## config.mk

```make
export PLATFORM = sky130hd
export DESIGN_NAME = cond_unit
export DESIGN_NICKNAME = d
export VERILOG_FILES = /design/src/rtl/cond_unit.sv
export SDC_FILE = /design/constraint.sdc
export NUM_CORES = 1
export LEC_CHECK = 0
export BUFFER_PORTS_ARGS = -buffer_cell sky130_fd_sc_hd__buf_2
export CORE_AREA = 2 2 39 41
export CTS_CLUSTER_DIAMETER = 100
export CTS_CLUSTER_SIZE = 28
export DETAILED_ROUTE_END_ITERATION = 12
export DIE_AREA = 0 0 41 43
export PLACE_DENSITY = 0.66
export SLEW_MARGIN = 20
export SYNTH_ARGS = -nofsm -noshare
export SYNTH_HDL_FRONTEND = slang
export SYNTH_SLANG_ARGS = --single-unit
```

## constraint.sdc

```tcl
create_clock -name clk -period 3 [get_ports clk]
set_input_delay 0.45 -clock clk [delete_from_list [all_inputs] [get_ports clk]]
set_output_delay 0.45 -clock clk [all_outputs]
set_load 0.005 [all_outputs]
```

## src/rtl/cond_unit.sv

```systemverilog
// cond_unit -- conditional-execution unit between the decoder and the flags
// register / datapath write ports.
//
// Evaluates each instruction's 4-bit condition field against the current
// N,Z,C,V. If the condition passes, the decoder's write enables go through.
// The unit also drives the flags register write strobe.
//
// The flags register clears whichever half it does not write. Because of
// that, this unit keeps its own shadow copy of each half. An instruction
// that updates both halves is split into two writes: NZ first, then CV. The
// split costs one stall cycle.
//
// Ports:
//   clk, rst                  clock; asynchronous active-high reset
//   valid_in                  decoder presents an instruction this cycle
//   cond[3:0]                 condition field
//   flag_w_in[1:0]            requested flag update {NZ, CV}
//   reg_w_in/mem_w_in/pc_s_in ungated write enables from the decoder
//   flags_32[1:0]             flags register {N,Z}
//   flags_10[1:0]             flags register {C,V}
//   flag_w[1:0]               write strobe to the flags register {NZ, CV}
//   reg_w/mem_w/pc_s          gated write enables
//   cond_ex                   condition passed
//   ready                     low: decoder and ALU hold instruction/operands
module cond_unit (
  input  logic       clk,
  input  logic       rst,
  input  logic       valid_in,
  input  logic [3:0] cond,
  input  logic [1:0] flag_w_in,
  input  logic       reg_w_in,
  input  logic       mem_w_in,
  input  logic       pc_s_in,
  input  logic [1:0] flags_32,
  input  logic [1:0] flags_10,
  output logic [1:0] flag_w,
  output logic       reg_w,
  output logic       mem_w,
  output logic       pc_s,
  output logic       cond_ex,
  output logic       ready
);

  typedef enum logic {IDLE, SPLIT_CV} state_t;

  state_t     state, state_nxt;
  logic [1:0] sh_nz, sh_cv;
  logic       pend_nz, pend_cv;

  // The register half written last cycle is already valid at the register
  // outputs. The shadow only catches up one edge later, so bypass to the
  // register outputs while a capture is pending.
  logic [1:0] nz, cv;
  assign nz = pend_nz ? flags_32 : sh_nz;
  assign cv = pend_cv ? flags_10 : sh_cv;

  function automatic logic cond_pass(input logic [3:0] c, input logic n,
                                     input logic z, input logic cf,
                                     input logic v);
    case (c)
      4'h0: cond_pass = z;
      4'h1: cond_pass = !z;
      4'h2: cond_pass = cf;
      4'h3: cond_pass = !cf;
      4'h4: cond_pass = n;
      4'h5: cond_pass = !n;
      4'h6: cond_pass = v;
      4'h7: cond_pass = !v;
      4'h8: cond_pass = cf & !z;
      4'h9: cond_pass = !cf | z;
      4'hA: cond_pass = (n == v);
      4'hB: cond_pass = (n != v);
      4'hC: cond_pass = !z & (n == v);
      4'hD: cond_pass = z | (n != v);
      4'hE: cond_pass = 1'b1;
      default: cond_pass = 1'b0;
    endcase
  endfunction

  logic pass;
  assign pass = cond_pass(cond, nz[1], nz[0], cv[1], cv[0]);

  always_comb begin
    state_nxt = state;
    flag_w    = 2'b00;
    reg_w     = 1'b0;
    mem_w     = 1'b0;
    pc_s      = 1'b0;
    cond_ex   = 1'b0;
    ready     = 1'b1;
    // Outputs stay quiet while reset is held. This also drops a pending CV
    // write at once if reset hits mid-split.
    if (!rst) begin
      case (state)
        IDLE: begin
          cond_ex = valid_in & pass;
          if (cond_ex) begin
            reg_w = reg_w_in;
            mem_w = mem_w_in;
            pc_s  = pc_s_in;
            case (flag_w_in)
              2'b10:   flag_w = 2'b10;
              2'b01:   flag_w = 2'b01;
              2'b11: begin
                // NZ now, CV next cycle; the ALU holds its flags meanwhile
                flag_w    = 2'b10;
                ready     = 1'b0;
                state_nxt = SPLIT_CV;
              end
              default: flag_w = 2'b00;
            endcase
          end
        end
        SPLIT_CV: begin
          // Second half of a split. The enables already fired in the first
          // cycle, so the decoder inputs are ignored here.
          cond_ex   = 1'b1;
          flag_w    = 2'b01;
          state_nxt = IDLE;
        end
        default: state_nxt = IDLE;
      endcase
    end
  end

  always_ff @(posedge clk or posedge rst) begin
    if (rst) begin
      state   <= IDLE;
      sh_nz   <= 2'b00;
      sh_cv   <= 2'b00;
      pend_nz <= 1'b0;
      pend_cv <= 1'b0;
    end else begin
      state   <= state_nxt;
      pend_nz <= (flag_w == 2'b10);
      pend_cv <= (flag_w == 2'b01);
      if (pend_nz) sh_nz <= flags_32;
      if (pend_cv) sh_cv <= flags_10;
    end
  end

endmodule

```

==> results of run 1 <==
## worst max-delay path: stages (launching register included)
cell and delay, ps:
dfrtp_1 390, mux2i_2 290, inv_1 80, or3_1 340
o21ai_1 100, mux2i_1 310, a311oi_4 110, or3_1 400
buf_2 130
## synthesized netlist by cell type, drive strengths merged (2+ instances only)
library cell and instances:
mux2i 6, o31ai 3, dfrtp 7, nand2 8
xor2 2, inv 5, nor3 5, or3 2
o21ai 3, clkbuf 3
## state kept, by name (all words and copies together), names as in the netlist
name     count
pend_cv      1
pend_nz      1
sh_cv        2
sh_nz        2
state        1
## stage by stage
step                      hold WS, ps  setup slack, ps  std cells
after floorplan                   261              618         58
after global placement            433              289         93
after detailed placement          435              277         93
after CTS                         178              118         97
after global routing              190             21.2         97
final                             173              144         97
## routing by layer
layer	vias up	GRT usage (%)
li1	256	-
met1	222	20.4
met2	21	21.9
met3	2	1.57
met4	0	6.00
met5	-	0
## power by group
group | internal [mW] | switching (mW) | total [mW]
clock network | 0.0504 | 0.0300 | 0.0804
logic | 0.0811 | 0.109 | 0.190
registers | 0.124 | 0.0104 | 0.135
total | 0.256 | 0.149 | 0.405
## timing repair
item	CTS	global route
hold endpoints to repair	0	0
resized for setup	0	1
hold buffers	0	0
endpoints found under the setup margin	0	1
## area by class of cell
cell class              count  area [sq um]
fillers                   132           714
multi-input cells          43           319
flip-flops and latches      7           175
repair buffers             22           110
clock buffers               4          26.3
well taps                  16          20.0
inverters                   5          18.8
## final timing paths
| check | slack [ps] | start | end |
|---|---|---|---|
| max reg2reg | 930 | pend_nz | state |
| max in group asynchronous | 2610 | rst | sh_cv[0] |
| min reg2reg | 500 | sh_cv[1] | sh_cv[1] |
| min in group clk | 470 | flag_w_in[1] | pend_nz |
| max | 140 | pend_nz | ready |
| min | 170 | rst | sh_nz[1] |
## kinds of logic after synthesis
family / Yosys count / synth area share (%)
simple gates: 26 / 28.5
flops: 7 / 33.6
compound gates: 8 / 15.3
buf+inv: 8 / 6.00
xor+xnor: 3 / 5.04
mux: 6 / 11.5
==> flow_metrics.tcl, run 1 <==
set metrics [dict create \
    viasPerCell 5.16 \
    period_minus_slack_ps 2860 \
    timing_hold_violations_final 0 \
    grt_pass1_vias 455 \
    groute.usage.overall_pct 14.6 \
    die-area_sq_um 1760 \
    worst-slew-pin-transition_ps 453 \
    route.detailed.drc 0 \
    core-area_sq_um 1380 \
    die-width_microns 41 \
    post_cts_buffers 0 \
    criticalPathCategory "register to primary output" \
    grt_first_pass_wirelength_microns 1810 \
    met2RoutedLength_microns 514 \
    yosysUniqueCellTypes 25 \
    outcome "completed" \
    share_of_post_route_cells_with_drive_strength_above_1_pct 37.0 \
    core.rowCount 14 \
    layout.core_utilization_pct 48.4 \
    synth.ff_latch_count 7 \
    ioPinCount 23 \
    postLayoutCellArea_sq_um 669 \
    final_common_cell "buf_2" \
    met3_length_microns 68 \
    n_antenna_cell 0 \
    syn-mean-instance-area_sq_um 9.00 \
    grt_overflow 0 \
    max_used_layer "met4" \
    number_of_synthesized_flops_with_an_enable_pin 0 \
    route.antenna.remaining_nets 0 \
    max-slew-margin-rel_pct 69.8 \
    clockRootBuffer "clkbuf_4" \
    first_pass_iters 4 \
    wl_per_cell_microns 10.8 \
    critical_path_required_ps 2550 \
    synthArstFlopShare_pct 100 \
    synth_cells 58 \
    area_delta_synth_final_pct 28.3 \
    htree_num_levels 1 \
    clock_insertion_delay_worst_skew_ps 240 \
    finalClockSkew_ps 2.39 \
    dominantRegCellSynth "dfrtp_1" \
    initial_utilization_pct 37.7 \
    synth_area_leader_cell "dfrtp_1" \
    finalSetupViolCount 0 \
    syn-num-nets 74 \
    critical_path_maximum_fanout 10 \
    min_period_over_period_pct 95.2 \
    yosys-top-cells-area "dfrtp_1 (34%), mux2i_1 (12%), nand2_1 (5.8%)" \
    clock-sinks 7 \
    placed_area_sq_um 639 \
    vias 501 \
    critical_path.endpoint_type "primary output" \
    tns_ps 0 \
    layout_common_cells "buf_2 (22), nand2_1 (8), dfrtp_1 (7)" \
    wire_length_on_met1_microns 457 \
    maxCapViolCount 0 \
    min-delay-path-class "input pin to async pin" \
    reg2regPathDepth 6 \
    worst_ir_drop_on_vdd_mv 0.238 \
    grt_max_degree 11 \
    initial_antenna_violation_count 0 \
    grt_setup_unrepaired "false" \
    dp_hpwl_microns 842 \
    drc_violation_total_after_the_first_tritonroute_iteration 7 \
    synth.yosys.warnings 0 \
    power_per_cell_area_nw_per_um2 605 \
    p_leak_nw 0.322 \
    synth.yosys.seq_area_share_pct 33.6 \
    post-layout-total-power_mw 0.405 \
    cts_tree "yes" \
    crit_path_start_kind "register" \
    netlist_area_sq_um 522 \
    total_number_of_nets_in_the_final_design 98 \
    max-clock-path-buffers 2 \
    worst_setup_hold_path_clk_slew_ps 50 \
    gpl.final_weighted_congestion 0.671 \
    die_height_microns 43 \
    postRouteWirelength_microns 1050 \
    numPortBuffers 22 \
    worst_ep_arrival_time_ps 2410 \
    maxClockFrequency_ghz 0.350 \
    cts_buffers 3 \
    maxSlewViolCount 0 \
    yosys.area.top_type_share_pct 33.6 \
]
Power figures use the tool's default switching activity.
==> run 2, diff against run 1 <==
RECOVER_POWER = 50   (was not set)
==> flow_metrics.tcl, run 2 (synthesis results as in run 1) <==
set metrics [dict create \
    outcome "completed" \
    route.detailed.drc 0 \
    criticalPathCategory "register to primary output" \
    max-clock-path-buffers 2 \
    finalSetupViolCount 0 \
    maxClockFrequency_ghz 0.350 \
    drc_violation_total_after_the_first_tritonroute_iteration 7 \
    numPortBuffers 22 \
    route.antenna.remaining_nets 0 \
    groute.usage.overall_pct 14.6 \
    min_period_over_period_pct 95.2 \
    wl_per_cell_microns 10.9 \
    maxCapViolCount 0 \
    worst_ir_drop_on_vdd_mv 0.238 \
    worst_ep_arrival_time_ps 2410 \
    reg.largest.list "sh_cv (2), sh_nz (2)" \
    initial_antenna_violation_count 0 \
    cp-startpoint "pend_nz" \
    layout_common_cells "buf_2 (21), nand2_1 (8), dfrtp_1 (7)" \
    critical_path_maximum_fanout 10 \
    share_of_post_route_cells_with_drive_strength_above_1_pct 35.8 \
    die_height_microns 43 \
    period_minus_slack_ps 2860 \
    initial_utilization_pct 37.7 \
    dp.cells 93 \
    grt_pass1_vias 455 \
    worst-slew-pin-transition_ps 453 \
    clockRootBuffer "clkbuf_4" \
    htree_num_levels 1 \
    p_leak_nw 0.319 \
    area_delta_synth_final_pct 28.1 \
    maxSlewViolCount 0 \
    number_of_cells_in_the_finished_layout_apart_from_fillers 97 \
    die-area_sq_um 1760 \
    crit_path_start_kind "register" \
    worst_setup_hold_path_clk_slew_ps 50 \
    total_number_of_nets_in_the_final_design 98 \
    ioPinCount 23 \
    cts_buffers 3 \
    n_antenna_cell 0 \
    critPathSlowestCell "or3_1" \
    gpl.final_weighted_congestion 0.671 \
    vias 501 \
    tns_ps 0 \
    crit_top_cell "or3_1" \
    grt_max_degree 11 \
    finalClockSkew_ps 2.39 \
    core-area_sq_um 1380 \
    grt_first_pass_wirelength_microns 1810 \
    die-width_microns 41 \
    worst_slack_on_hold_paths_ps 181 \
    clock-sinks 7 \
    postRouteWirelength_microns 1060 \
    critical_path.endpoint_type "primary output" \
    critical_path_required_ps 2550 \
    grt_setup_unrepaired "false" \
    dp_hpwl_microns 842 \
    min-delay-path-class "input pin to async pin" \
    cts_tree "yes" \
    timing_hold_violations_final 0 \
    power_per_cell_area_nw_per_um2 606 \
    critical_path.reg2reg.startpoint "pend_nz" \
    max-slew-margin-rel_pct 69.8 \
    clock_insertion_delay_worst_skew_ps 240 \
    grt_overflow 0 \
    first_pass_iters 4 \
    crit_path_max_incr_delay_ps 400 \
    worst_path_cell_trace "mux2i_2, inv_1, or3_1, o21ai_1, mux2i_1, a311oi_4, or3_1, buf_2" \
    core.rowCount 14 \
    final_common_cell "buf_2" \
    viasPerCell 5.16 \
]
==> run 2: cell count changes in the layout (fill, tap and decap cells not counted) <==
| cell | delta |
|---|---|
| buf_2 | -1 |
| clkbuf_1 | +1 |
==> run 2: layout make-up <==
| class | instances | area (sq um) |
|---|---|---|
| flip-flops and latches | 7 | 175 |
| fillers | 133 | 716 |
| multi-input cells | 43 | 319 |
| inverters | 5 | 18.8 |
| repair buffers | 22 | 109 |
| well taps | 16 | 20.0 |
| clock buffers | 4 | 26.3 |
==> run 2: final timing paths <==
| path | end | slack [ps] | depth (start not counted) |
|---|---|---|---|
| min in group clk | pend_nz | 470 | 3 |
| setup / recovery | ready | 140 | 8 |
| hold reg to reg | sh_cv[1] | 500 | 2 |
| hold / removal | sh_nz[1] | 180 | 2 |
| max in group asynchronous | sh_cv[0] | 2600 | 2 |
| setup reg to reg | state | 930 | 6 |
==> run 2: report_power, final <==
group          switching [mW]  internal (mW)
sequential             0.0104          0.124
combinational           0.109         0.0809
clock                  0.0300         0.0504
total                   0.149          0.255
==> run 2: what timing repair did <==
action / in CTS / in global routing
buffers inserted: 0 / 0
setup endpoints to repair: 0 / 1
hold buffers: 0 / 0
resized for setup: 0 / 1
==> run 2: metrics by stage <==
stage	cell area [sq um]	utilization [%]	worst slack, ps	power (mW)
2_1_floorplan	522	-	618	0.279
3_3_place_gp	639	46.2	289	0.320
3_5_place_dp	639	46.2	277	0.321
4_1_cts	666	48.1	118	0.406
5_1_grt	668	48.3	21.2	0.441
6_report	668	48.3	144	0.405
==> run 2: worst max-delay path, delay by kind of cell (launching register included) <==
family                 cells  cell delay (ps)
DFF                        1              390
muxes                      2              600
and+or+nand+nor            2              740
buffers and inverters      2              210
AOI/OAI and AO/OA          2              210
==> run 2: per-layer routing <==
metal | global-route usage (%) | up-vias | part of all wire [%]
li1 | - | 256 | -
met1 | 20.4 | 222 | 44
met5 | 0 | - | 0
met3 | 1.57 | 2 | 6.3
met4 | 6.00 | 0 | 1.1
met2 | 21.9 | 21 | 49
==> run 3, diff against run 2 <==
==> constraint.sdc (replaced) <==
create_clock -name clk -period 3 [get_ports clk]
set_input_delay 0.3 -clock clk [delete_from_list [all_inputs] [get_ports clk]]
set_output_delay 0.3 -clock clk [all_outputs]
set_load 0.005 [all_outputs]
==> flow_metrics.tcl, run 3 (synthesis results as in run 1) <==
set metrics [dict create \
    outcome "completed" \
    critical_path_maximum_fanout 10 \
    vias 509 \
    grt_first_pass_wirelength_microns 1860 \
    viasPerCell 5.25 \
    area_delta_synth_final_pct 27.3 \
    minimum_setup_slack_after_placement_ps 508 \
    reg2regPathDepth 7 \
    grt_setup_unrepaired "false" \
    share_of_post_route_cells_with_drive_strength_above_1_pct 34.6 \
    groute.usage.overall_pct 15.6 \
    finalClockSkew_ps 1.76 \
    cp-startpoint "pend_nz" \
    timing_hold_violations_final 0 \
    core.rowCount 14 \
    grt_overflow 0 \
    worst_slack_on_hold_paths_ps 19.2 \
    initial_antenna_violation_count 0 \
    tns_ps 0 \
    postRouteWirelength_microns 1120 \
    drc_violation_total_after_the_first_tritonroute_iteration 14 \
    number_of_gates_given_a_new_drive_strength_after_cts 0 \
    final_common_cell "buf_2" \
    dp_hpwl_microns 871 \
    worst_setup_hold_path_clk_slew_ps 50 \
    die-width_microns 41 \
    criticalPathCategory "register to primary output" \
    cts_buffers 3 \
    grt_pass1_vias 452 \
    initial_utilization_pct 37.7 \
    maxClockFrequency_ghz 0.364 \
    die-area_sq_um 1760 \
    critical_path_required_ps 2700 \
    min-delay-path-class "input pin to async pin" \
    worst-slew-pin-transition_ps 473 \
    dp.cells 93 \
    worst_ir_drop_on_vdd_mv 0.303 \
    period_minus_slack_ps 2750 \
    grt_max_degree 11 \
    route.antenna.remaining_nets 0 \
    clockRootBuffer "clkbuf_4" \
    total_number_of_nets_in_the_final_design 98 \
    postLayoutSetupSlackWorst_ps 251 \
    p_leak_nw 0.317 \
    numPortBuffers 22 \
    n_antenna_cell 0 \
    worst_ep_arrival_time_ps 2450 \
    die_height_microns 43 \
    first_pass_iters 3 \
    power_per_cell_area_nw_per_um2 614 \
    gpl.final_weighted_congestion 0.659 \
    reg.largest.list "sh_cv (2), sh_nz (2)" \
    cts_hold_buf 0 \
    min_period_over_period_pct 91.6 \
    number_of_cells_in_the_finished_layout_apart_from_fillers 97 \
    core-area_sq_um 1380 \
    maxCapViolCount 0 \
    clock-sinks 7 \
    maxSlewViolCount 0 \
    htree_num_levels 1 \
    max-clock-path-buffers 2 \
    critical_path.reg2reg.startpoint "pend_nz" \
    wl_per_cell_microns 11.6 \
    ioPinCount 23 \
    layout_common_cells "buf_2 (21), nand2_1 (8), dfrtp_1 (7)" \
    cts_tree "yes" \
    route.detailed.drc 0 \
    post_cts_buffers 0 \
    crit_path_start_kind "register" \
    max-slew-margin-rel_pct 68.4 \
    finalSetupViolCount 0 \
    clock_insertion_delay_worst_skew_ps 250 \
    post-layout-total-power_mw 0.408 \
    critical_path.endpoint_type "primary output" \
]
run 3: cell counts in the layout (fill, tap and decap cells not counted):
Identical to the previous run, type by type.
run 3: cell type report:
| class | instances | area (sq um) |
|---|---|---|
| Multi-Input combinational cell | 43 | 315 |
| Inverter | 5 | 18.8 |
| Clock buffer | 4 | 26.3 |
| Timing Repair Buffer | 22 | 109 |
| Fill cell | 144 | 719 |
| Sequential cell | 7 | 175 |
| Tap cell | 16 | 20.0 |
run 3: worst paths after layout:
check	endpoint	slack (ps)
min	pend_cv	20
min reg2reg	state	510
max	ready	250
max reg2reg	pend_nz	910
max in group asynchronous	sh_cv[0]	2770
min in group clk	state	330
run 3: power by group:
| group | switching [mW] | internal, mW | leakage (nW) |
|---|---|---|---|
| Clock | 0.0341 | 0.0507 | 0.0150 |
| Combinational | 0.112 | 0.0779 | 0.213 |
| Sequential | 0.00861 | 0.124 | 0.0896 |
| Total | 0.155 | 0.253 | 0.317 |
run 3: layer usage:
metal / global-route usage (%) / routed length, microns / up-vias
met5: 0 / 0 / -
met1: 18.5 / 498 / 230
met2: 24.7 / 546 / 19
li1: - / - / 258
met3: 3.66 / 68 / 2
met4: 8.00 / 9 / 0
run 3: worst max-delay path, cell delays in order, from the launching register on:
cell      delay, ps
dfrtp_1         380
mux2i_1         310
inv_1           110
or3_1           350
o21ai_1         100
mux2i_1         310
a311oi_4        110
or3_1           400
buf_2           130
run 3: through the flow:
stage / instance area, sq um / utilization (%)
5_1_grt: 664 / 48.0
2_1_floorplan: 522 / -
3_5_place_dp: 639 / 46.2
4_1_cts: 666 / 48.1
3_3_place_gp: 639 / 46.2
6_report: 664 / 48.0
